`src/rtl/bcd_pkg.sv`:
```
// Shared BCD definitions: digit width, FSM state encoding, width helper, digit validity.
// Latency: n/a (types and constant functions only).
// Backpressure: n/a.
//
// Contents:
//   BCD_DIGIT_W    bits per packed BCD digit
//   state_t        serial converter FSM states (IDLE, CONV)
//   min_bin_w()    smallest binary width able to hold 10**digits-1
//   is_bcd_digit() true when a 4-bit field is a legal decimal digit (0..9)
package bcd_pkg;

  localparam int BCD_DIGIT_W = 4;

  typedef enum logic [0:0] {
    IDLE = 1'b0,
    CONV = 1'b1
  } state_t;

  // ceil(log2(10**digits)): the number of bits needed for 0 .. 10**digits-1.
  function automatic int min_bin_w(input int digits);
    longint unsigned p;
    int              w;
    p = 1;
    for (int i = 0; i < digits; i++) begin
      p = p * 10;
    end
    w = 0;
    for (int b = 0; b < 40; b++) begin
      if ((longint'(1) << b) < p) begin
        w = b + 1;
      end
    end
    return w;
  endfunction

  function automatic logic is_bcd_digit(input logic [BCD_DIGIT_W-1:0] d);
    return (d <= 4'd9);
  endfunction

endpackage

```
`src/rtl/bcd_digit_adj.sv`:
```
// Reverse double-dabble digit correction: a field >= 8 after the right shift has 3 removed.
// Latency: combinational.
// Backpressure: none.
//
// Ports:
//   d  in  4  digit field of the shift register after the shift
//   q  out 4  corrected digit field
module bcd_digit_adj
  import bcd_pkg::*;
(
  input  logic [BCD_DIGIT_W-1:0] d,
  output logic [BCD_DIGIT_W-1:0] q
);

  // A digit >= 8 minus 3 is still >= 5, so the subtract never wraps.
  assign q = (d >= 4'd8) ? (d - 4'd3) : d;

endmodule

```
`src/rtl/bcd_to_bin_serial.sv`:
```
// Serial BCD-to-binary converter using reverse double-dabble, one shift/correct step per clock.
// Latency: done pulses BIN_W cycles after an accepted start; an invalid operand reports in 1 cycle.
// Backpressure: none; start is ignored while busy (no queueing), accepted again in the done cycle.
//
// Ports:
//   clk      in   1          rising-edge clock
//   rst_n    in   1          asynchronous active-low reset
//   start    in   1          conversion request, sampled only while idle
//   bcd_in   in   4*DIGITS   packed BCD operand, digit 0 in bits [3:0], sampled with start
//   busy     out  1          conversion in progress
//   done     out  1          one-cycle pulse, bin_out/err valid
//   bin_out  out  BIN_W      binary result, held until replaced
//   err      out  1          operand contained a digit > 9
module bcd_to_bin_serial
  import bcd_pkg::*;
#(
  parameter int DIGITS = 4,
  parameter int BIN_W  = 14
) (
  input  logic                clk,
  input  logic                rst_n,
  input  logic                start,
  input  logic [4*DIGITS-1:0] bcd_in,
  output logic                busy,
  output logic                done,
  output logic [BIN_W-1:0]    bin_out,
  output logic                err
);

  localparam int BCD_W = BCD_DIGIT_W * DIGITS;
  localparam int S_W   = BCD_W + BIN_W;
  localparam int CNT_W = (BIN_W > 1) ? $clog2(BIN_W) : 1;

  // Parameter legality is settled at elaboration time.
  if (DIGITS < 1 || DIGITS > 8) begin : g_bad_digits
    $fatal(1, "bcd_to_bin_serial: DIGITS must be in 1..8");
  end
  if (BIN_W < min_bin_w(DIGITS)) begin : g_bad_bin_w
    $fatal(1, "bcd_to_bin_serial: BIN_W too small for DIGITS");
  end

  state_t             state_q, state_d;
  logic [S_W-1:0]     s_q, s_d;
  logic [S_W-1:0]     s_shift;
  logic [S_W-1:0]     s_adj;
  logic [CNT_W-1:0]   cnt_q, cnt_d;
  logic               done_q, done_d;
  logic               err_q, err_d;
  logic [BIN_W-1:0]   bin_q, bin_d;
  logic               operand_ok;
  logic               last_iter;

  // Operand validity: every digit must be 0..9.
  always_comb begin
    operand_ok = 1'b1;
    for (int i = 0; i < DIGITS; i++) begin
      if (!is_bcd_digit(bcd_in[BCD_DIGIT_W*i +: BCD_DIGIT_W])) begin
        operand_ok = 1'b0;
      end
    end
  end

  // One iteration: shift the whole register right, then correct each BCD field.
  // The binary part below the BCD fields passes through untouched.
  assign s_shift = s_q >> 1;

  for (genvar g = 0; g < DIGITS; g++) begin : g_adj
    bcd_digit_adj u_adj (
      .d (s_shift[BIN_W + BCD_DIGIT_W*g +: BCD_DIGIT_W]),
      .q (s_adj  [BIN_W + BCD_DIGIT_W*g +: BCD_DIGIT_W])
    );
  end
  assign s_adj[BIN_W-1:0] = s_shift[BIN_W-1:0];

  // cnt counts completed iterations; the edge seen with cnt = BIN_W-1 performs the last one.
  assign last_iter = (cnt_q == CNT_W'(BIN_W - 1));

  always_comb begin
    state_d = state_q;
    s_d     = s_q;
    cnt_d   = cnt_q;
    done_d  = 1'b0;
    err_d   = err_q;
    bin_d   = bin_q;
    unique case (state_q)
      IDLE: begin
        if (start) begin
          if (!operand_ok) begin
            // Reject without converting; report straight away.
            err_d  = 1'b1;
            bin_d  = '0;
            done_d = 1'b1;
          end else begin
            s_d     = {bcd_in, {BIN_W{1'b0}}};
            cnt_d   = '0;
            err_d   = 1'b0;
            state_d = CONV;
          end
        end
      end
      CONV: begin
        s_d   = s_adj;
        cnt_d = cnt_q + CNT_W'(1);
        if (last_iter) begin
          // All BCD fields have drained to zero; the low part is the result.
          bin_d   = s_adj[BIN_W-1:0];
          done_d  = 1'b1;
          cnt_d   = '0;
          state_d = IDLE;
        end
      end
      default: begin
        state_d = IDLE;
      end
    endcase
  end

  always_ff @(posedge clk or negedge rst_n) begin
    if (!rst_n) begin
      state_q <= IDLE;
      s_q     <= '0;
      cnt_q   <= '0;
      done_q  <= 1'b0;
      err_q   <= 1'b0;
      bin_q   <= '0;
    end else begin
      state_q <= state_d;
      s_q     <= s_d;
      cnt_q   <= cnt_d;
      done_q  <= done_d;
      err_q   <= err_d;
      bin_q   <= bin_d;
    end
  end

  assign busy    = (state_q == CONV);
  assign done    = done_q;
  assign err     = err_q;
  assign bin_out = bin_q;

endmodule

```
`config.mk`:
```
export PLATFORM = sky130hd
export DESIGN_NAME = bcd_to_bin_serial
export DESIGN_NICKNAME = d
export VERILOG_FILES = /design/src/rtl/bcd_pkg.sv /design/src/rtl/bcd_digit_adj.sv /design/src/rtl/bcd_to_bin_serial.sv
export SDC_FILE = /design/constraint.sdc
export NUM_CORES = 1
export LEC_CHECK = 0
export CORE_UTILIZATION = 38
export CTS_CLUSTER_DIAMETER = 80
export CTS_CLUSTER_SIZE = 20
export DETAILED_ROUTE_END_ITERATION = 7
export GPL_ROUTABILITY_DRIVEN = 0
export HOLD_SLACK_MARGIN = 0.06
export PLACE_DENSITY = 0.67
export SYNTH_ARGS = -nofsm -noshare
export SYNTH_HDL_FRONTEND = slang
export SYNTH_SLANG_ARGS = --single-unit
```
`constraint.sdc`:
```
create_clock -name clk -period 2.1 [get_ports clk]
set_clock_uncertainty 0.2 [all_clocks]
set_input_delay 0.63 -clock clk [delete_from_list [all_inputs] [get_ports clk]]
set_output_delay 0.63 -clock clk [all_outputs]
set_load 0.01 [all_outputs]
```
==> out/results.tsv, run 1 <==
stage	metric	value	unit
outcome	status	complete, no violations	
floorplan	die_h	78.0	um
worst_setup_path	crit_cells	1	
clock_tree	max-clock-path-buffers	2	
pwr	swShare	0.347	
logic_synthesis	synth_area	0.00219	mm^2
clock_tree	cts_root_buf	clkbuf_8	
floorplan	core-area	0.00554	mm^2
logic_synthesis	synth_common_cells	50 x dfrtp_1, 28 x a22o_1, 11 x inv_1, 9 x nor2_1, 8 x ha_1	
clock_tree	cts_hold_buf	0	
worst_setup_path	slowest_delay	540	ps
placement	place_area	0.00285	mm^2
clock_tree	clkSinkCount	50	
layout	drive_gt1_frac	0.224	
drt	drc	0	
pwr	p_leak	1.50	nW
worst_setup_path	endpoint	bin_out[12]	
worst_setup_path	rr_worst_depth	6	
logic_synthesis	ys_top_cells_by_area	dfrtp_1 57%, a22o_1 11%, ha_1 4.6%, o221a_2 3.1%, xnor2_1 2.4%	
logic_synthesis	synth.distinct_cells	31	
floorplan	initial_utilization	0.396	
drt	drt-total-wl	4.78	mm
drt	wl_per_cell	15.0	um
logic_synthesis	synth-seq-area-share	0.570	
placement	port_buffers	35	
worst_setup_path	reg2reg_slack	400	ps
worst_setup_path	end_kind	output pin	
drt	vias	1683	
timing	worst_slew_pin_slew	310	ps
global_routing	grt_pass1_vias	1714	
logic_synthesis	syn_nets	207	
timing	rsz0062_at_grt	false	
worst_setup_path	critical_path_buf_inv_count	1	
pwr	switchingPower	1.48	mW
logic_synthesis	synth-edff-count	0	
pwr	power.density	1420	mW/mm^2
logic_synthesis	synth_ff_type	dfrtp_1	
pwr	share_seq_of_total_power	0.405	
clock_tree	cts_htree_levels	2	
floorplan	boundaryPins	36	
timing	hold_viol	0	
flow_run	cap_violations	0	
floorplan	die_x	78.0	um
clock_tree	cts_tree	done	
worst_setup_path	crit_path_start	bin_out[12]$_DFFE_PN0P_	
worst_setup_path	crit_chain	clkdlybuf4s50_1	
layout	antenna_cells	0	
clock_tree	cts_made_buffers	5	
placement	place_inst	310	
pwr	clockPowerShare	0.165	
placement	hpwl	3.36	mm
layout	final_cell_area	0.00301	mm^2
floorplan	die_area	0.00608	mm^2
timing	period_minus_slack	2040	ps
worst_setup_path	r2r-start	busy$_DFF_PN0_	
logic_synthesis	synthCells	180	
timing	setup_viol	0	
worst_setup_path	crit_type	reg2out	
global_routing	grt_pass1_wl	8.20	mm
global_routing	grt.total_usage	0.175	
worst_setup_path	cp_data_arrival_time	1210	ps
worst_setup_path	crit_path_top_delay_cell	clkdlybuf4s50_1	
worst_setup_path	critical_path.max_fanout	2	
drt	firstDrtPassIters	4	
pwr	ir_worst_vdd	503	uV
timing	setup_tns	0	ps
pwr	intPower	2.79	mW
worst_setup_path	required	1270	ps
layout	layout.nets	272	
drt	drtAntennaViolNets	0	
global_routing	grt_max_degree	51	
logic_synthesis	synth_area_per_cell	12.2	um^2
timing	slew_headroom	0.793	
logic_synthesis	synth_top_area_share	0.570	
logic_synthesis	ys_ff_latch	50	
clock_tree	clkLatencyLatePin	300	ps
timing	finalMaxSlewViolations	0	
clock_tree	clkTransAtPathRegs	100	ps
layout	synthToLayoutAreaGrowth	37.3	%
logic_synthesis	synth_warnings	0	
worst_setup_path	regToRegEndpoint	s_q[21]$_DFFE_PN0P_	
drt	viasPerCell	5.29	
timing	timing.final.crit_share	0.973	
layout	nFillCells	491	
logic_synthesis	synth.most_common_cell	dfrtp_1	
logic_synthesis	synth_area_leader_cell	dfrtp_1	
global_routing	antenna_found_initial	0	
floorplan	placementRows	27	
drt	drtIter0Drc	184	
pwr	pwr-share-comb	0.430	
worst_hold_path	hold_path_class	in2async	
worst_setup_path	critPathLaunchType	register	
logic_synthesis	postSynth.asyncResetShare	1.00	
global_routing	overflow	0	
worst_setup_path	cpLargestDelayFamily	buffers and inverters	
timing	max_freq	489	MHz
layout	stdcell_count	318	
final cells by class:
cell class                 instances  area (um^2)  share of cell area
clock buffer                       5         68.8              0.0228
clock inverter                     3         48.8              0.0162
inverter                          11         41.3              0.0137
multi-input combinational        110          878               0.291
sequential                        50         1250               0.415
tap                               72         90.1              0.0299
timing repair buffer              67          636               0.211
flip-flops by register name, indices dropped and copies added (netlist names):
name	count
bin_out	14
busy	1
cnt_q	4
done	1
err	1
s_q	29
power by group through the flow:
| stage | Combinational [mW] | Sequential (mW) | Clock, mW |
|---|---|---|---|
| after floorplan | 1.13 | 1.72 | 0 |
| after global placement | 1.80 | 1.74 | 0 |
| after detailed placement | 1.85 | 1.75 | 0 |
| after CTS | 1.86 | 1.73 | 0.720 |
| after global routing | 2.04 | 1.80 | 0.761 |
| final | 1.84 | 1.73 | 0.702 |
cells by family after synthesis:
logic type	count (synthesis)	synth area share
XOR/XNOR	6	0.0239
adder cells (fa/ha/maj)	8	0.0456
AO/OA/AOI/OAI	63	0.237
flip-flops	50	0.570
buffers and inverters	20	0.0382
multiplexers	4	0.0182
AND/OR/NAND/NOR	29	0.0667
timing repair:
item	CTS	global route
cloned	0	0
endpoints found under the setup margin	4	36
resized for setup	2	13
buffers inserted	0	0
pin swaps	0	5
metrics by stage:
| stage | utilization | setup slack (ps) | total power, mW | hold WS [ps] |
|---|---|---|---|---|
| 6_report | 0.544 | 55.9 | 4.27 | 90.1 |
| 5_1_grt | 0.544 | 0.0397 | 4.60 | 110 |
| 4_1_cts | 0.537 | 9.75 | 4.32 | 101 |
| 3_5_place_dp | 0.515 | -359 | 3.60 | 286 |
| 3_3_place_gp | 0.515 | -305 | 3.54 | 280 |
| 2_1_floorplan | - | 145 | 2.84 | 134 |
how the worst min path moves through the flow:
stage | end | cells after the start
after floorplan | bin_out[0]$_DFFE_PN0P_ | 0
after global placement | s_q[1]$_DFFE_PN0P_ | 1
after detailed placement | bin_out[7]$_DFFE_PN0P_ | 1
after CTS | s_q[23]$_DFFE_PN0P_ | 2
after global routing | s_q[23]$_DFFE_PN0P_ | 2
final | s_q[23]$_DFFE_PN0P_ | 2
metal layers:
layer | share of wire | global-route usage | vias up | wire length, um
li1 | - | - | 811 | -
met1 | 0.50 | 0.251 | 841 | 2370
met2 | 0.47 | 0.259 | 29 | 2230
met3 | 0.028 | 0.0376 | 2 | 135
met4 | 0.0086 | 0.0648 | 0 | 41
met5 | 0 | 0 | - | 0
cell usage in the layout (no fill, tap or decap), types with 2 or more instances in the layout:
cell type	n
nor2_1	9
dfrtp_1	50
dlymetal6s2s_1	10
o221a_2	6
mux2i_1	4
buf_4	30
o32ai_1	5
o21ai_2	5
clkbuf_8	5
inv_1	11
buf_12	2
nand2_1	5
xnor2_1	6
nand3_1	3
a31oi_1	3
a22o_1	28
clkdlybuf4s50_1	24
a221o_1	4
a21oi_1	5
ha_1	8
a21oi_2	2
nand2b_1	6
nand4_1	2
(Power assumes the default switching activity.)
==> run 2: changes to the inputs <==
--- a/config.mk
+++ b/config.mk
@@ -5,12 +5,14 @@
 export SDC_FILE = /design/constraint.sdc
 export NUM_CORES = 1
 export LEC_CHECK = 0
+export CAP_MARGIN = 20
 export CORE_UTILIZATION = 38
 export CTS_CLUSTER_DIAMETER = 80
 export CTS_CLUSTER_SIZE = 20
 export DETAILED_ROUTE_END_ITERATION = 7
 export GPL_ROUTABILITY_DRIVEN = 0
 export HOLD_SLACK_MARGIN = 0.06
+export MAX_ROUTING_LAYER = met4
 export PLACE_DENSITY = 0.67
 export SYNTH_ARGS = -nofsm -noshare
 export SYNTH_HDL_FRONTEND = slang
==> out/results.tsv, run 2 (synthesized netlist as in run 1, its figures left out) <==
stage	metric	value	unit	change
outcome	status	complete, no violations		
drt	top_layer	met4		
placement	port_buffers	35		unchanged
worst_setup_path	required	1270	ps	about the same
clock_tree	clkTransAtPathRegs	100	ps	about the same
timing	max_freq	487	MHz	-0.41%
worst_setup_path	r2r-start	busy$_DFF_PN0_		
global_routing	overflow	0		unchanged
timing	finalMaxSlewViolations	0		unchanged
layout	stdcell_count	318		unchanged
worst_setup_path	crit_cells	1		unchanged
drt	firstDrtPassIters	4		unchanged
drt	drtAntennaViolNets	0		unchanged
worst_setup_path	critical_path_buf_inv_count	1		unchanged
drt	drtIter0Drc	163		-11%
floorplan	initial_utilization	0.396		unchanged
worst_setup_path	crit_path_top_delay_cell	clkdlybuf4s50_1		
timing	setup_viol	0		unchanged
clock_tree	cts_made_buffers	5		unchanged
floorplan	core-area	0.00554	mm^2	unchanged
worst_setup_path	end_kind	output pin		
drt	vias	1700		+1.0%
layout	antenna_cells	0		unchanged
drt	viasPerCell	5.35		+1.0%
worst_setup_path	critical_path.max_fanout	2		unchanged
global_routing	antenna_found_initial	0		unchanged
clock_tree	post-cts-setup-buffers	0		unchanged
global_routing	grt_max_degree	51		unchanged
placement	place_area	0.00285	mm^2	unchanged
drt	wl_met2	2.22	mm	-0.58%
placement	place_inst	310		unchanged
drt	wl_met1	2.35	mm	-1.0%
worst_setup_path	cp_data_arrival_time	1220	ps	about the same
timing	worst_slew_pin_slew	300	ps	-9.55 ps
worst_setup_path	crit_chain	clkdlybuf4s50_1		
pwr	ir_worst_vdd	503	uV	about the same
layout	final_common_cell	dfrtp_1		
global_routing	grt_pass1_vias	1703		-0.64%
worst_hold_path	hold_path_class	in2async		
clock_tree	cts_root_buf	clkbuf_8		
layout	drive_gt1_frac	0.224		unchanged
drt	drc	0		unchanged
global_routing	grt.total_usage	0.180		+0.00476
worst_setup_path	reg2reg_slack	390	ps	about the same
clock_tree	cts_htree_levels	2		unchanged
floorplan	die_area	0.00608	mm^2	unchanged
layout	final_cell_mix	50 x dfrtp_1, 30 x buf_4, 28 x a22o_1		
clock_tree	clkLatencyLatePin	300	ps	about the same
global_routing	grt_pass1_wl	8.21	mm	+0.17%
floorplan	placementRows	27		unchanged
timing	period_minus_slack	2050	ps	+8.39 ps
worst_setup_path	slowest_delay	550	ps	about the same
floorplan	die_x	78.0	um	unchanged
layout	utilization	0.544		unchanged
timing	timing.final.crit_share	0.977		+0.00399
worst_setup_path	critPathLaunchType	register		
pwr	power.density	1420	mW/mm^2	+0.19%
layout	largest_register_ffs	29		unchanged
clock_tree	cts_tree	done		
worst_setup_path	rr_worst_depth	6		unchanged
layout	largest_register	s_q		
timing	slew_headroom	0.799		+0.00638
timing	setup_tns	0	ps	unchanged
drt	wl_per_cell	15.0	um	+0.10%
floorplan	boundaryPins	36		unchanged
drt	dr_wl_met3	179	um	+33%
worst_setup_path	regToRegEndpoint	s_q[21]$_DFFE_PN0P_		
worst_setup_path	crit_type	reg2out		
layout	synthToLayoutAreaGrowth	37.3	%	unchanged
pwr	p_leak	1.50	nW	unchanged
timing	hold_viol	0		unchanged
drt	drt-total-wl	4.79	mm	+0.10%
worst_setup_path	cpLargestDelayFamily	buffers and inverters		
timing	rsz0062_at_grt	false		
layout	final_cell_area	0.00301	mm^2	unchanged
clock_tree	clkSinkCount	50		unchanged
flow_run	cap_violations	0		unchanged
placement	hpwl	3.36	mm	unchanged
layout	layout.nets	272		unchanged
floorplan	die_h	78.0	um	unchanged
clock_tree	max-clock-path-buffers	2		unchanged
[run 2: cell counts in the layout (fill, tap and decap cells not counted)]
Identical to the previous run, type by type.
[run 2: area by class of cell]
class	instances	area, um^2
Inverter	11	41.3
Tap cell	72	90.1
Timing Repair Buffer	67	636
Clock buffer	5	68.8
Clock inverter	3	48.8
Sequential cell	50	1250
Multi-Input combinational cell	110	878
Fill cell	491	2530
[run 2: through the flow]
step	hold WS, ps	total power, mW	setup slack, ps
2_1_floorplan	134	2.84	145
3_3_place_gp	280	3.54	-305
6_report	89.9	4.27	47.6
5_1_grt	105	4.60	0.0302
4_1_cts	101	4.32	9.75
3_5_place_dp	286	3.60	-359
[run 2: how the worst max path moves through the flow]
stage	startpoint	endpoint	slack, ps
3_3_place_gp	bcd_in[1]	s_q[22]$_DFFE_PN0P_	-300
4_1_cts	bcd_in[1]	s_q[15]$_DFFE_PN0P_	10
2_1_floorplan	bcd_in[9]	cnt_q[3]$_DFFE_PN0P_	150
5_1_grt	bin_out[10]$_DFFE_PN0P_	bin_out[10]	0.03
6_report	bin_out[5]$_DFFE_PN0P_	bin_out[5]	50
3_5_place_dp	bcd_in[1]	s_q[23]$_DFFE_PN0P_	-360
[run 2: power breakdown]
group,switching [mW],internal (mW),total (mW)
Combinational,0.797,1.05,1.84
Clock,0.337,0.363,0.700
Sequential,0.354,1.38,1.73
Total,1.49,2.79,4.27
[run 2: timing repair]
action / CTS / global route
hold endpoints to repair: 0 / 0
endpoints found under the setup margin: 4 / 36
gates resized for setup: 2 / 13
cloned: 0 / 0
pin swaps: 0 / 5
hold buffers: 0 / 0
[run 2: per-layer routing]
metal / up-vias / track usage
met4: 0 / 0.0648
met5: - / -
li1: 810 / -
met1: 844 / 0.249
met3: 2 / 0.0365
met2: 44 / 0.262
